<file path="config.mk">
export PLATFORM = sky130hd
export DESIGN_NAME = aes_dec_ctrl
export DESIGN_NICKNAME = d
export VERILOG_FILES = /design/src/rtl/aes_dec_ctrl.sv
export SDC_FILE = /design/constraint.sdc
export NUM_CORES = 1
export LEC_CHECK = 0
export CAP_MARGIN = 40
export CORE_AREA = 2 2 306 308
export DETAILED_ROUTE_END_ITERATION = 12
export DIE_AREA = 0 0 308 310
export PLACE_DENSITY = 0.45
export SLEW_MARGIN = 20
export SYNTH_ARGS = -nofsm -noshare
export SYNTH_HDL_FRONTEND = slang
export SYNTH_SLANG_ARGS = --single-unit
</file>
<file path="constraint.sdc">
create_clock -name clk -period 5.2 [get_ports clk]
set_input_delay 1.04 -clock clk [delete_from_list [all_inputs] [get_ports clk]]
set_output_delay 1.04 -clock clk [all_outputs]
set_load 0.03 [all_outputs]
</file>
<file path="src/rtl/aes_dec_ctrl.sv">
// AES-128 inverse-cipher round sequencer for an external round datapath.
// Define AES_DEC_CTRL_ABORT_EN to add the abort input.
module aes_dec_ctrl (
  input  logic         clk,
  input  logic         rst_n,
  input  logic         in_valid,
  output logic         in_ready,
  input  logic [127:0] in_block,
  output logic [3:0]   rk_addr,
  input  logic [127:0] rk_data,
  output logic [127:0] dp_block,
  output logic [127:0] dp_round_key,
  output logic         dp_last,
  input  logic [127:0] dp_result,
  output logic         out_valid,
  input  logic         out_ready,
  output logic [127:0] out_block,
`ifdef AES_DEC_CTRL_ABORT_EN
  input  logic         abort,
`endif
  output logic         busy
);

  typedef enum logic [1:0] {
    IDLE,
    ROUND,
    FINAL,
    DONE
  } state_e;

  state_e       state_q, state_d;
  logic [127:0] st_q, st_d;
  logic [3:0]   rc_q, rc_d;
  logic [3:0]   rk_addr_q, rk_addr_d;
  logic         in_ready_q, in_ready_d;
  logic         out_valid_q, out_valid_d;
  logic         busy_q, busy_d;
  logic         dp_last_q, dp_last_d;
  logic         abort_act;

`ifdef AES_DEC_CTRL_ABORT_EN
  assign abort_act = abort && (state_q != IDLE);
`else
  assign abort_act = 1'b0;
`endif

  always_comb begin
    state_d = state_q;
    st_d    = st_q;
    rc_d    = rc_q;
    unique case (state_q)
      IDLE: begin
        if (in_valid) begin
          st_d    = in_block ^ rk_data;
          rc_d    = 4'd9;
          state_d = ROUND;
        end
      end
      ROUND: begin
        st_d = dp_result;
        rc_d = rc_q - 4'd1;
        if (rc_q == 4'd1) state_d = FINAL;
      end
      FINAL: begin
        st_d    = dp_result;
        state_d = DONE;
      end
      DONE: begin
        if (out_ready) state_d = IDLE;
      end
      default: state_d = IDLE;
    endcase
    // abort wins over the output handshake
    if (abort_act) begin
      state_d = IDLE;
      st_d    = '0;
      rc_d    = 4'd0;
    end
  end

  always_comb begin
    in_ready_d  = 1'b0;
    out_valid_d = 1'b0;
    busy_d      = 1'b0;
    dp_last_d   = 1'b0;
    rk_addr_d   = 4'd0;
    unique case (state_d)
      IDLE: begin
        in_ready_d = 1'b1;
        rk_addr_d  = 4'd10;
      end
      ROUND: begin
        busy_d    = 1'b1;
        rk_addr_d = rc_d;
      end
      FINAL: begin
        busy_d    = 1'b1;
        dp_last_d = 1'b1;
      end
      DONE: out_valid_d = 1'b1;
      default: in_ready_d = 1'b0;
    endcase
  end

  always_ff @(posedge clk or negedge rst_n) begin
    if (!rst_n) begin
      state_q     <= IDLE;
      st_q        <= '0;
      rc_q        <= 4'd0;
      rk_addr_q   <= 4'd10;
      in_ready_q  <= 1'b1;
      out_valid_q <= 1'b0;
      busy_q      <= 1'b0;
      dp_last_q   <= 1'b0;
    end else begin
      state_q     <= state_d;
      st_q        <= st_d;
      rc_q        <= rc_d;
      rk_addr_q   <= rk_addr_d;
      in_ready_q  <= in_ready_d;
      out_valid_q <= out_valid_d;
      busy_q      <= busy_d;
      dp_last_q   <= dp_last_d;
    end
  end

  assign in_ready     = in_ready_q;
  assign out_valid    = out_valid_q;
  assign busy         = busy_q;
  assign dp_last      = dp_last_q;
  assign rk_addr      = rk_addr_q;
  assign dp_block     = st_q;
  assign out_block    = st_q;
  assign dp_round_key = rk_data;

endmodule

</file>
== Word-level counts from Yosys, hierarchy flattened ==
Index checks and enable logic that the tools add are counted.

* Flip-flop bits (word level): 142
* Input bits: 388
* Output and inout port bits: 392
* Logic and storage cells: 37

* $add $sub $neg: 1
* Bitwise operators: 1
* Equal/unequal tests: 8
* Mux-type cells: 13
* Reduce and logical (&&, ||, !) cells: 6

{| class="wikitable"
|+ Operator list
! kind !! number
|-
| one-hot mux 128 bit (2 select lines) || 1
|-
| 2-to-1 mux 128 bit || 1
|-
| bitwise XOR 128 bit || 1
|-
| one-hot mux 4 bit (2 select lines) || 2
|-
| == test 2 bit (second input constant) || 4
|-
| one-hot mux 2 bit (4 select lines) || 1
|-
| 2-to-1 mux 2 bit || 3
|-
| == test 2 x 1 -> 1 bit (second input constant) || 2
|-
| == test 4 x 1 -> 1 bit (second input constant) || 1
|-
| zero test 2 bit || 2
|-
| 2-to-1 mux 1 bit || 4
|-
| 2-to-1 mux 4 bit || 1
|-
| OR reduction 2 bit || 2
|-
| subtractor 4 x 1 -> 4 bit (second input constant) || 1
|-
| inequality test 2 bit (second input constant) || 1
|-
| AND reduction 2 bit || 1
|-
| nonzero test 2 bit || 1
|}

== Longest topological paths before layout ==
* Depth after elaboration: 6
* Mapped depth: 10
* Depth with buffers taken out: 9

== Least setup slack after synthesis ==
No wires, ideal clock.

* Kind: input to output
* Start: in rk_data[0]
* End: out dp_round_key[0]
* Required time: 4.160 ns
* Stages on the path: 1
* Arrival: 1.185 ns
* Path buffers: 1
* Path slack: 2.975 ns
* Cell sequence: buf_4

{| class="wikitable"
|+ RTL lines
! what !! RTL line !! text
|-
| start: declaration || 10 || <nowiki>input logic [127:0] rk_data,</nowiki>
|-
| end: declaration || 12 || <nowiki>output logic [127:0] dp_round_key,</nowiki>
|}

No word-level cell between the ends.

== Worst setup path after layout ==
* Start: in rk_data[47]
* End: out dp_round_key[47]

No word-level cell between the ends.

==> impl_metrics.toml <==
[run_status]
status = "finished clean"

[grt]
grt_antenna_before_repair = 4
grt_pass1_vias = 9368
grt_max_degree = 125
overflow = 0
grt_use_total_pct = 8.58
grt_pass1_wl_um = 59900

[clock_network]
cts_htree_levels = 4
cts_setup_buffers = 0
clk_pin_slew_ps = 60
cts_root_buf = "clkbuf_16"
cts_resized = 0
clk_latency_ps = 480
cts_buffer_depth = 2
cts_buffers = 17
hold_buffers = 0
cts_tree = "done"
clock-sinks = 142

[timing]
maxClockFrequency_ghz = 0.294
fin_skew_ps = 10.4
relSlewSlack_pct = 47.4
period_minus_slack_ps = 3400
finalHoldViolCount = 0
final.setup.tns_ps = 0
rsz0062_at_grt = "false"
tightestPinTransition_ps = 789
fin_crit_sh_pct = 65.3
setup_ws_ps = 1800
setup_violations = 0
drv_slew = 0

[final_layout]
drive_gt1_share_pct = 7.88
syn2layout_area_growth_pct = 80.0
final_net_count = 2032
fillers = 10200

[pwr]
p_clk_share_pct = 12.0
pwr-share-seq_pct = 20.5
swShare_pct = 51.3
internal_power_mw = 5.46
peakVddDrop_mv = 0.394
pwr_density_cell_nw_per_um2 = 637
p_comb_share_pct = 67.5
power.switching_mw = 5.75
p_leak_nw = 6.46

[flow_run]
drv_cap = 0

[yosys]
synth-seq-area-share_pct = 36.4
synth_fp_nets = 1537
syn_area_sq_um = 9780
ys_seq_elements = 142
synth_edf_count = 0
async_reset_ff_share_pct = 100
ys_types = 35
ys_warn_count = 0
synth-main-ff-cell = "dfrtp_1"
syn_inst = 1141
avgSynthCellArea_sq_um = 8.57

[worst_setup_path]
worst_ep_arrival_time_ps = 2360
max_stage_delay_ps = 720
reg2reg_setup_slack_ps = 2700
reg2reg_depth = 6
cpMaxStageDelayCell = "clkdlybuf4s50_1"
cp_top_family = "buffers and inverters"
worstPathRequired_ps = 4160
critPathBufInv = 2
r2r-start = "state_q[1]"
timing.rr.end = "dp_block[51]"
end_kind = "output pin"
critPathKind = "in2out"
path_depth = 2
startpoint = "rk_data[47]"
crit_end = "dp_round_key[47]"
path_cells = "clkdlybuf4s50_1, clkdlybuf4s50_1"
cp_common_cell = "clkdlybuf4s50_1"
crit_fanout = 2
cp-start-kind = "input port"

[placement]
place_ws_ps = 1760
hpwlAfterDp_um = 36200
place.gp.congestion = 0.835
io_buffers = 779

[floorplan]
rows = 112
dieHeight_um = 310
die-area_sq_um = 95500
start_util_pct = 10.6
boundaryPins = 780
die_w_um = 308
core-area_sq_um = 92500

[routing]
drc = 0
wl_um = 43300
wl_per_cell_um = 15.2
wl_met1_um = 17200
dr_wl_met2_um = 21600
first_iter_violations = 293
dr_wl_met3_um = 3850
drt_pass1_iterations = 5
via_count = 9023
ant_nets = 0
vias_per_cell = 3.17
highest_layer = "met5"

[worst_hold_path]
hold_path_class = "reg2reg"
worstHoldStart = "dp_block[97]"
==> stage by stage <==
step | hold WS, ps | cell area, sq um | cells | power [mW] | utilization (%)
global route | 546 | 17600 | 2846 | 12.0 | 19.0
CTS | 509 | 17600 | 2845 | 11.4 | 19.0
detailed placement | 500 | 17000 | 2813 | 10.0 | 18.3
finish | 513 | 17600 | 2847 | 11.2 | 19.0
global placement | 499 | 16900 | 2812 | 9.94 | 18.3
floorplan | 487 | 9780 | 1141 | 7.51 | -
==> how the worst min path moves through the flow <==
| stage | endpoint | slack [ps] | depth (start not counted) |
|---|---|---|---|
| floorplan | rc_q[3] | 490 | 1 |
| global placement | dp_block[112] | 500 | 2 |
| detailed placement | dp_block[97] | 500 | 2 |
| CTS | dp_block[81] | 510 | 1 |
| global route | dp_block[81] | 550 | 1 |
| finish | dp_block[97] | 510 | 2 |
==> flip-flops by register name, indices dropped and copies added (netlist names) <==
name / flops
dp_block: 128
out_valid: 1
rc_q: 4
busy: 1
rk_addr: 4
in_ready: 1
state_q: 2
dp_last: 1
==> synth_stat cells, types with 2 or more instances <==
cell | number | area share (%)
buf_4 | 257 | 20
a22o_1 | 2 | 0.18
inv_1 | 9 | 0.35
buf_6 | 3 | 0.35
nand2_1 | 89 | 3.4
ha_1 | 8 | 1.0
dfstp_2 | 3 | 0.81
clkbuf_1 | 24 | 0.92
xnor2_1 | 128 | 11
a31oi_1 | 2 | 0.13
and2_1 | 3 | 0.19
clkbuf_2 | 5 | 0.26
o21ai_2 | 40 | 3.6
nor2_1 | 130 | 5.0
o21ai_0 | 90 | 4.6
dfrtp_1 | 139 | 36
buf_2 | 20 | 1.0
nand2_2 | 40 | 2.6
a211oi_1 | 2 | 0.15
nand2b_1 | 2 | 0.13
buf_8 | 4 | 0.61
a21oi_1 | 128 | 6.6
==> power groups by stage <==
stage / logic, mW / registers (mW) / clock network (mW)
after CTS: 7.66 / 2.33 / 1.43
after detailed placement: 7.66 / 2.34 / 0
final: 7.57 / 2.30 / 1.34
after floorplan: 4.43 / 3.08 / 0
after global placement: 7.61 / 2.33 / 0
after global routing: 8.18 / 2.39 / 1.47
==> cell type report <==
class                      count  area, sq um  share of cell area [%]
antenna                        1         2.50                  0.0142
clock buffer                  20          457                    2.60
clock inverter                12          159                   0.903
inverter                       9         33.8                   0.192
multi-input combinational    676         3940                    22.4
sequential                   142         3560                    20.2
tap                         1197         1500                    8.51
timing repair buffer         790         7950                    45.2
==> cells in the final DEF (no fill, tap or decap), types with 2 or more instances in the layout <==
cell type,synthesis,layout
ha_1,8,7
dfstp_2,3,3
inv_1,9,9
clkinvlp_4,0,5
a211oi_1,2,2
a21oi_1,128,128
clkdlybuf4s50_1,0,778
bufinv_16,0,3
clkbuf_16,0,17
nand2_1,89,89
a31oi_1,2,2
nand2_2,40,40
dfrtp_1,139,139
buf_4,257,6
xnor2_1,128,128
inv_6,0,3
nor2_1,130,130
clkbuf_8,0,2
and2_1,3,3
buf_12,1,4
o21ai_2,40,40
o21ai_0,90,90
a22o_1,2,2
nand2b_1,2,2
==> metal layers <==
| layer | vias up | global-route usage, % |
|---|---|---|
| li1 | 4470 | - |
| met1 | 4098 | 9.86 |
| met2 | 428 | 14.9 |
| met3 | 25 | 3.00 |
| met4 | 2 | 2.61 |
| met5 | - | 0 |
==> cell families after synthesis <==
group | after synthesis | synth area share (%)
buffers and inverters | 323 | 23.4
AO/OA/AOI/OAI | 270 | 15.7
AND/OR/NAND/NOR | 267 | 11.5
flip-flops | 142 | 36.4
XOR/XNOR | 129 | 11.6
adder cells (fa/ha/maj) | 8 | 1.02
multiplexers | 2 | 0.333
(Power assumes the default switching activity.)
